File: src/rtl/mem_stage_lsu.sv
`default_nettype none
// ============================================================================
// Module      : mem_stage_lsu
// Description : MEM pipeline stage between EX and WB. Forwards ALU results
//               and executes loads/stores over a valid/ready data-memory
//               port. Loads get lane extraction plus sign/zero extension;
//               stores get byte strobes and lane-shifted data. Both pipeline
//               boundaries are valid/ready, so the stage stalls cleanly on
//               memory or write-back back-pressure.
// Ports       : clk/rst            - clock, synchronous active-high reset
//               in_*, wd_i, wreg_i, wdata_i, mem_op_i, store_data_i
//                                  - op from EX (valid/ready)
//               dmem_req_*, dmem_we, dmem_addr, dmem_wstrb, dmem_wdata
//                                  - data-memory request channel
//               dmem_rsp_valid, dmem_rdata - data-memory load response
//               out_*, wd_o, wreg_o, wdata_o, misalign_o
//                                  - result to WB (valid/ready)
// Revision    : 1.0 - initial release
// ============================================================================
module mem_stage_lsu #(
    parameter int XLEN   = 64,
    parameter int REG_AW = 5
) (
    input  logic              clk,
    input  logic              rst,
    input  logic              in_valid,
    output logic              in_ready,
    input  logic [REG_AW-1:0] wd_i,
    input  logic              wreg_i,
    input  logic [XLEN-1:0]   wdata_i,
    input  logic [3:0]        mem_op_i,
    input  logic [XLEN-1:0]   store_data_i,
    output logic              dmem_req_valid,
    input  logic              dmem_req_ready,
    output logic              dmem_we,
    output logic [XLEN-1:0]   dmem_addr,
    output logic [XLEN/8-1:0] dmem_wstrb,
    output logic [XLEN-1:0]   dmem_wdata,
    input  logic              dmem_rsp_valid,
    input  logic [XLEN-1:0]   dmem_rdata,
    output logic              out_valid,
    input  logic              out_ready,
    output logic [REG_AW-1:0] wd_o,
    output logic              wreg_o,
    output logic [XLEN-1:0]   wdata_o,
    output logic              misalign_o
);

    localparam int STRB_W = XLEN / 8;
    localparam int OFF_W  = $clog2(STRB_W);

    localparam logic [3:0] c_op_lb  = 4'd1;
    localparam logic [3:0] c_op_lh  = 4'd2;
    localparam logic [3:0] c_op_lw  = 4'd3;
    localparam logic [3:0] c_op_ld  = 4'd4;
    localparam logic [3:0] c_op_lbu = 4'd5;
    localparam logic [3:0] c_op_lhu = 4'd6;
    localparam logic [3:0] c_op_lwu = 4'd7;
    localparam logic [3:0] c_op_sb  = 4'd8;
    localparam logic [3:0] c_op_sh  = 4'd9;
    localparam logic [3:0] c_op_sw  = 4'd10;
    localparam logic [3:0] c_op_sd  = 4'd11;

    // A 32-bit datapath cannot service doubleword or LWU accesses at all.
    localparam logic c_rv32 = (XLEN == 32) ? 1'b1 : 1'b0;

    typedef enum logic [1:0] {
        S_IDLE = 2'd0,
        S_REQ  = 2'd1,
        S_RESP = 2'd2,
        S_OUT  = 2'd3
    } state_t;

    state_t             r_state;
    state_t             w_next;
    logic               w_accept;

    logic [3:0]         r_op;
    logic [XLEN-1:0]    r_addr;
    logic [XLEN-1:0]    r_store;

    logic               w_is_load;
    logic               w_is_store;
    logic               w_is_h;
    logic               w_is_w;
    logic               w_is_d;
    logic               w_mis;

    logic [OFF_W-1:0]   w_off;
    logic [OFF_W+2:0]   w_shamt;
    logic [XLEN-1:0]    w_lane;
    logic [XLEN-1:0]    w_load;
    logic [STRB_W-1:0]  w_strb;
    logic               w_req;

    // ------------------------------------------------------------------
    // Decode of the incoming op (used only in the acceptance cycle)
    // ------------------------------------------------------------------
    always_comb begin
        w_is_h = 1'b0;
        w_is_w = 1'b0;
        w_is_d = 1'b0;
        case (mem_op_i)
            c_op_lh, c_op_lhu, c_op_sh: w_is_h = 1'b1;
            c_op_lw, c_op_lwu, c_op_sw: w_is_w = 1'b1;
            c_op_ld, c_op_sd:           w_is_d = 1'b1;
            default: ;
        endcase
        w_is_load  = (mem_op_i >= c_op_lb) && (mem_op_i <= c_op_lwu);
        w_is_store = (mem_op_i >= c_op_sb) && (mem_op_i <= c_op_sd);
        w_mis = (w_is_h & wdata_i[0])
              | (w_is_w & (|wdata_i[1:0]))
              | (w_is_d & (|wdata_i[2:0]))
              | (c_rv32 & ((mem_op_i == c_op_ld) | (mem_op_i == c_op_lwu)
                           | (mem_op_i == c_op_sd)));
    end

    // ------------------------------------------------------------------
    // State register
    // ------------------------------------------------------------------
    always_ff @(posedge clk) begin
        if (rst) begin
            r_state <= S_IDLE;
        end else begin
            r_state <= w_next;
        end
    end

    // ------------------------------------------------------------------
    // Next-state / handshake logic
    // ------------------------------------------------------------------
    always_comb begin
        w_next   = r_state;
        in_ready = 1'b0;
        case (r_state)
            S_IDLE: in_ready = 1'b1;
            S_REQ: begin
                // Stores (op codes 8..11 all have bit 3 set) finish here.
                if (dmem_req_ready) begin
                    w_next = r_op[3] ? S_OUT : S_RESP;
                end
            end
            S_RESP: begin
                if (dmem_rsp_valid) begin
                    w_next = S_OUT;
                end
            end
            S_OUT: begin
                in_ready = out_ready;
                if (out_ready) begin
                    w_next = S_IDLE;
                end
            end
            default: w_next = S_IDLE;
        endcase
        w_accept = in_valid & in_ready;
        // Accept overrides the OUT->IDLE exit so back-to-back ops have no bubble.
        if (w_accept) begin
            w_next = ((w_is_load | w_is_store) & ~w_mis) ? S_REQ : S_OUT;
        end
    end

    // ------------------------------------------------------------------
    // Memory-side datapath, all derived from captured registers so the
    // request stays stable for as long as REQ lasts
    // ------------------------------------------------------------------
    assign w_off   = r_addr[OFF_W-1:0];
    assign w_shamt = {w_off, 3'b000};
    assign w_lane  = dmem_rdata >> w_shamt;
    assign w_req   = (r_state == S_REQ);

    always_comb begin
        w_load = w_lane;
        case (r_op)
            c_op_lb:  w_load = XLEN'($signed(w_lane[7:0]));
            c_op_lh:  w_load = XLEN'($signed(w_lane[15:0]));
            c_op_lw:  w_load = XLEN'($signed(w_lane[31:0]));
            c_op_lbu: w_load = XLEN'(w_lane[7:0]);
            c_op_lhu: w_load = XLEN'(w_lane[15:0]);
            c_op_lwu: w_load = XLEN'(w_lane[31:0]);
            default:  w_load = w_lane;
        endcase
    end

    always_comb begin
        w_strb = '0;
        case (r_op)
            c_op_sb: w_strb = STRB_W'(1)  << w_off;
            c_op_sh: w_strb = STRB_W'(3)  << w_off;
            c_op_sw: w_strb = STRB_W'(15) << w_off;
            c_op_sd: w_strb = '1;
            default: w_strb = '0;
        endcase
    end

    assign dmem_req_valid = w_req;
    assign dmem_we        = w_req & r_op[3];
    assign dmem_addr      = w_req ? {r_addr[XLEN-1:OFF_W], {OFF_W{1'b0}}} : '0;
    assign dmem_wstrb     = w_req ? w_strb : '0;
    assign dmem_wdata     = w_req ? (r_store << w_shamt) : '0;
    assign out_valid      = (r_state == S_OUT);

    // ------------------------------------------------------------------
    // Captured op fields and WB-side result registers
    // ------------------------------------------------------------------
    always_ff @(posedge clk) begin
        if (rst) begin
            r_op       <= '0;
            r_addr     <= '0;
            r_store    <= '0;
            wd_o       <= '0;
            wreg_o     <= 1'b0;
            wdata_o    <= '0;
            misalign_o <= 1'b0;
        end else if (w_accept) begin
            r_op       <= mem_op_i;
            r_addr     <= wdata_i;
            r_store    <= store_data_i;
            wd_o       <= wd_i;
            // Stores and faulting accesses never write the register file.
            wreg_o     <= wreg_i & ~w_is_store & ~w_mis;
            wdata_o    <= wdata_i;
            misalign_o <= w_mis;
        end else if ((r_state == S_RESP) && dmem_rsp_valid) begin
            wdata_o    <= w_load;
        end
    end

endmodule
`default_nettype wire

File: config.mk
export PLATFORM = sky130hd
export DESIGN_NAME = mem_stage_lsu
export DESIGN_NICKNAME = d
export VERILOG_FILES = /design/src/rtl/mem_stage_lsu.sv
export SDC_FILE = /design/constraint.sdc
export NUM_CORES = 1
export LEC_CHECK = 0
export CAP_MARGIN = 10
export CELL_PAD_IN_SITES_DETAIL_PLACEMENT = 1
export CELL_PAD_IN_SITES_GLOBAL_PLACEMENT = 1
export CORE_UTILIZATION = 36
export DETAILED_ROUTE_END_ITERATION = 6
export GPL_ROUTABILITY_DRIVEN = 0
export HOLD_SLACK_MARGIN = 0.15
export PLACE_DENSITY = 0.95
export SLEW_MARGIN = 0
export SYNTH_ARGS = -nofsm -noshare
export SYNTH_HDL_FRONTEND = slang
export SYNTH_SLANG_ARGS = --single-unit
File: constraint.sdc
create_clock -name clk -period 3 [get_ports clk]
set_input_delay 0.3 -clock clk [delete_from_list [all_inputs] [get_ports clk]]
set_output_delay 0.3 -clock clk [all_outputs]
set_load 0.005 [all_outputs]
## Yosys cells after proc, flatten, opt, wreduce, memory -nomap -nowiden

Index checks and enable logic that the tools add are counted.

- Register bits: 205
- Input bits: 208
- Logic and storage cells: 84
- Output and inout bits: 211

- Shift-type cells: 5
- Bitwise logic cells: 13
- Mux-type cells: 18
- Reduce and logical (&&, ||, !) cells: 12
- Equality and inequality tests: 24
- $lt $le $gt $ge: 4

Operator list:

| cell | number |
|---|---|
| 64-bit one-hot mux with 6 select lines | 1 |
| 64-bit two-way mux | 4 |
| 64-bit by 6-bit << shifter with 64-bit output | 1 |
| 64-bit by 6-bit right shift with 64-bit output | 1 |
| 8-bit one-hot mux with 4 select lines | 1 |
| 4-bit == test (second input constant) | 7 |
| 4-bit by 3-bit == test with 1-bit output (second input constant) | 6 |
| 4-bit by 2-bit == test with 1-bit output (second input constant) | 4 |
| 2-bit two-way mux | 5 |
| 3-bit OR reduction | 3 |
| 1-bit bitwise AND | 8 |
| 8-bit two-way mux | 1 |
| 1-bit by 3-bit << shifter with 8-bit output (first input constant) | 1 |
| 2-bit by 3-bit << shifter with 8-bit output (first input constant) | 1 |
| 4-bit by 3-bit << shifter with 8-bit output (first input constant) | 1 |
| 3-bit inequality test (second input constant) | 2 |
| 2-bit one-hot mux with 3 select lines | 1 |
| 2-bit == test (second input constant) | 2 |
| 4-bit by 1-bit == test with 1-bit output (second input constant) | 1 |
| 4-bit by 1-bit greater-or-equal comparator with 1-bit output (second input constant) | 1 |
| 4-bit greater-or-equal comparator (second input constant) | 1 |
| 4-bit by 3-bit <= comparator with 1-bit output (second input constant) | 1 |
| 4-bit <= comparator (second input constant) | 1 |
| 1-bit two-way mux | 4 |
| 11 further kinds | 17 |

## Depth between registers and ports, before layout

- Word-level depth: 10
- Mapped depth: 9
- Mapped depth without buffers: 7

## Worst setup path before layout

Ideal clock, no wire load.

- Kind: register to output
- From: register r_addr[0]
- To: output dmem_wdata[39]
- Setup slack: 0.819 ns
- Data required time: 2.700 ns
- Cell stages (with the launch flop): 6
- Path buffers: 3
- Arrival time: 1.881 ns
- Cells stage by stage: dfxtp_1 -> buf_2 -> buf_2 -> buf_2 -> mux4_2 -> a22o_1

- Word-level cells in the longest chain between the ends: 2

Ends and longest elaborated chain:

| item | line | RTL |
|---|---|---|
| from (decl) | 79 | `logic [XLEN-1:0] r_addr;` |
| from (signal assigned) | 217 | `r_addr <= wdata_i;` |
| 64-bit by 6-bit << shifter with 64-bit output | 200 | `assign dmem_wdata = w_req ? (r_store << w_shamt) : '0;` |
| 64-bit two-way mux | 200 |  |
| to (decl) | 38 | `output logic [XLEN-1:0] dmem_wdata,` |

Every way passes these cells.

## Worst setup path after layout

- From: register r_addr[0]
- To: output dmem_wdata[59]

The elaborated chain is that of the path after synthesis.

==> flow_metrics.py <==
metrics = {
    "yosys": {
        "synthDistinctLibCells": 49,
        "async_flop_share_pct": 0,
        "ys_seq_area_share_pct": 34.04,
        "synthFlopType": "dfxtp_1",
        "synth_area_leaders": "dfxtp_1, nand2_1, mux4_2",
        "syn_area_per_cell_sq_um": 8.022,
        "yosysTopAreaCell": "dfxtp_1",
        "yosysWarnings": 0,
        "ys_seq_elements": 205,
        "syn-instance-count": 1503,
        "synth_top_area_share_pct": 34.04,
        "synth_enable_flop_cells": 0,
        "syn_area_sq_um": 12060,
    },
    "timing": {
        "final_max_slew_viol_count": 0,
        "fin_worst_skew_ns": 0.02579,
        "finalCritPeriodShare_pct": 101.5,
        "hold_ws_ns": 0.2555,
        "worst_slew_pin_slew_ns": 0.8413,
        "setup_tns_ns": -0.04486,
        "hold_viol": 0,
        "setup_ws_ns": -0.04486,
        "setup_viol": 1,
        "max_freq_mhz": 328.4,
        "relSlewSlack_pct": 43.48,
        "min_period_ns": 3.045,
    },
    "routing": {
        "first_pass_iters": 6,
        "drt_iter0_drc": 1153,
        "post_drt_wl_per_cell_um": 26.40,
        "vias": 14206,
        "via_per_inst": 6.081,
        "drc": 0,
        "wl_mm": 61.67,
        "ant_nets": 0,
    },
    "clocking": {
        "cts-root-buf": "clkbuf_16",
        "cts.clk_slew.worst_paths_ns": 0.06,
        "cts_made_buffers": 24,
        "cts_tree": "built",
        "cts.hold.buffers_added": 0,
        "cts_max_level": 1,
        "cts_buffer_depth": 3,
        "insertion_delay_ns": 0.54,
        "clock-sinks": 205,
    },
    "power": {
        "ir_worst_vdd_v": 0.0004721,
        "leakagePower_nw": 6.277,
        "power_mw": 14.74,
        "powerDensity_nw_per_um2": 834.7,
    },
    "worst_setup_path": {
        "path_cells": "buf_12 -> mux2i_1 -> a21oi_1 -> mux2i_1 -> nor2b_1 -> clkdlybuf4s50_1",
        "path_class": "reg -> out",
        "worstPathArrival_ns": 2.74,
        "rr_startpoint": "r_addr[0]",
        "cp-startpoint": "r_addr[0]",
        "cpPeakStageDelay_ns": 0.60,
        "end_kind": "output port",
        "cp_max_fo": 23,
        "required_ns": 2.70,
        "crit_path_start_kind": "flop",
        "critPathSlowestCell": "mux2i_1",
        "cp_common_cell": "mux2i_1",
    },
    "place": {
        "hpwl_mm": 43.82,
        "port_buffers": 415,
    },
    "global_route": {
        "grt_usage_pct": 34.49,
        "grt_max_degree": 84,
        "antenna_found_initial": 12,
        "grt_pass1_vias": 14699,
        "grt_overflow_total": 0,
        "grt_pass1_wl_mm": 89.34,
    },
    "die": {
        "fp-row-count": 66,
        "die_x_um": 185.0,
        "fp.dieArea_sq_um": 34230,
        "dieHeight_um": 185.0,
        "core_area_sq_um": 32780,
        "start_util_pct": 36.78,
        "io_pins": 419,
    },
    "final_layout": {
        "area_delta_synth_final_pct": 46.44,
        "drive_above_1_share_pct": 10.73,
        "utilization_pct": 53.85,
        "fin_nets": 2079,
    },
    "run_status": {
        "status": "finished with violations",
        "violations": "negative setup slack",
    },
    "flow_run": {
        "maxCapViolCount": 0,
    },
    "hold_path": {
        "min_from": "rst",
        "hold_path.class": "in -> reg",
    },
}
==> cells by family (layout without fill, tap and decap cells) <==
group           Yosys count  after routing  synth area share [%]
compound gates          392            392                 19.93
simple gates            597            597                 22.10
buf+inv                 145            522                 5.095
other cells               1             15               0.03110
fa+ha+maj                 4              4                0.4151
flops                   205            205                 34.04
mux                     159            159                 18.39
==> registers in the layout, indices dropped and copies added (netlist names) <==
name,cells
misalign_o,1
r_addr,64
wdata_o,64
wd_o,5
wreg_o,1
r_store,64
r_op,4
r_state,2
==> placed cells by master, fill, tap and decap left out, drive strengths merged, types with 9 or more instances in the layout <==
cell | Yosys | routed
nand2 | 378 | 378
a21o | 14 | 14
mux2 | 30 | 30
a22oi | 14 | 14
and3 | 11 | 11
nor2 | 53 | 53
mux4 | 47 | 47
a21oi | 165 | 165
clkdlybuf4s50 | 0 | 413
o22ai | 15 | 15
clkbuf | 94 | 34
o211ai | 15 | 15
nor2b | 33 | 33
a22o | 9 | 9
and2 | 80 | 80
diode | 0 | 12
a31oi | 10 | 10
dfxtp | 205 | 205
a221oi | 48 | 48
buf | 45 | 61
o21ai | 89 | 89
nor3 | 12 | 12
mux2i | 82 | 82
==> per-stage QoR <==
step | worst slack [ns] | std cells | cell area [sq um]
floorplan | 0.8191 | 1505 | 12060
global placement | 0.3713 | 2276 | 16690
detailed placement | 0.1975 | 2276 | 16690
CTS | 0.02110 | 2322 | 17570
global route | -0.06317 | 2334 | 17650
finish | -0.04486 | 2336 | 17660
==> cell usage after synthesis, types with 2 or more instances <==
cell type / n
o22ai_1: 15
inv_1: 6
o211ai_1: 15
a22o_1: 9
nand4_1: 8
a211oi_1: 4
nor3_1: 11
or2_2: 2
mux2i_1: 82
and3_1: 11
a31oi_1: 10
or4b_2: 2
a221oi_1: 44
and2_1: 80
ha_1: 4
a211o_1: 2
a21oi_1: 165
mux2_2: 30
o21ai_0: 89
nand2b_1: 7
a22oi_1: 14
nor2b_1: 33
buf_1: 20
buf_2: 17
a221oi_2: 4
buf_6: 5
nor2_1: 52
mux4_2: 47
buf_4: 3
nand2_1: 378
clkbuf_1: 94
nand3_1: 5
a21o_1: 14
dfxtp_1: 205
nor4_1: 2
==> critical path, delay by kind of cell (launching register included) <==
| family | cells | cell delay [ns] |
|---|---|---|
| flops | 1 | 0.45 |
| buf+inv | 2 | 0.66 |
| simple gates | 1 | 0.07 |
| mux | 2 | 0.81 |
| compound gates | 1 | 0.20 |
==> final timing paths <==
path	slack, ns	end	cells after the start
setup reg to reg	0.16	wdata_o[43]	8
setup / recovery	-0.04	dmem_wdata[59]	6
hold reg to reg	0.45	r_addr[34]	2
hold / removal	0.26	r_addr[35]	2
==> report_power, final <==
group | switching, mW | internal (mW)
Combinational | 4.39 | 3.11
Sequential | 0.693 | 3.47
Clock | 1.23 | 1.83
==> layout make-up <==
type / count / area [sq um]
antenna: 12 / 30.03
clock buffer: 34 / 719.4
clock inverter: 7 / 92.59
fill: 3810 / 15130
inverter: 6 / 22.52
multi-input combinational: 1155 / 7410
sequential: 205 / 4113
tap: 442 / 553.0
timing repair buffer: 475 / 4716
==> per-layer routing <==
layer,GRT usage (%),part of all wire [%],vias up
met2,61.01,48,944
li1,-,-,6038
met5,0,0.021,-
met1,36.38,35,6934
met4,23.54,7.9,2
met3,7.865,9.1,288
==> repair_timing <==
item,in CTS,in global routing
pin swaps,0,0
buffers inserted,5,1
cloned,0,1
resized for setup,3,11
setup endpoints to repair,35,57
endpoints found under the hold margin,0,0
Note: power is estimated with default switching activity, not from simulation.
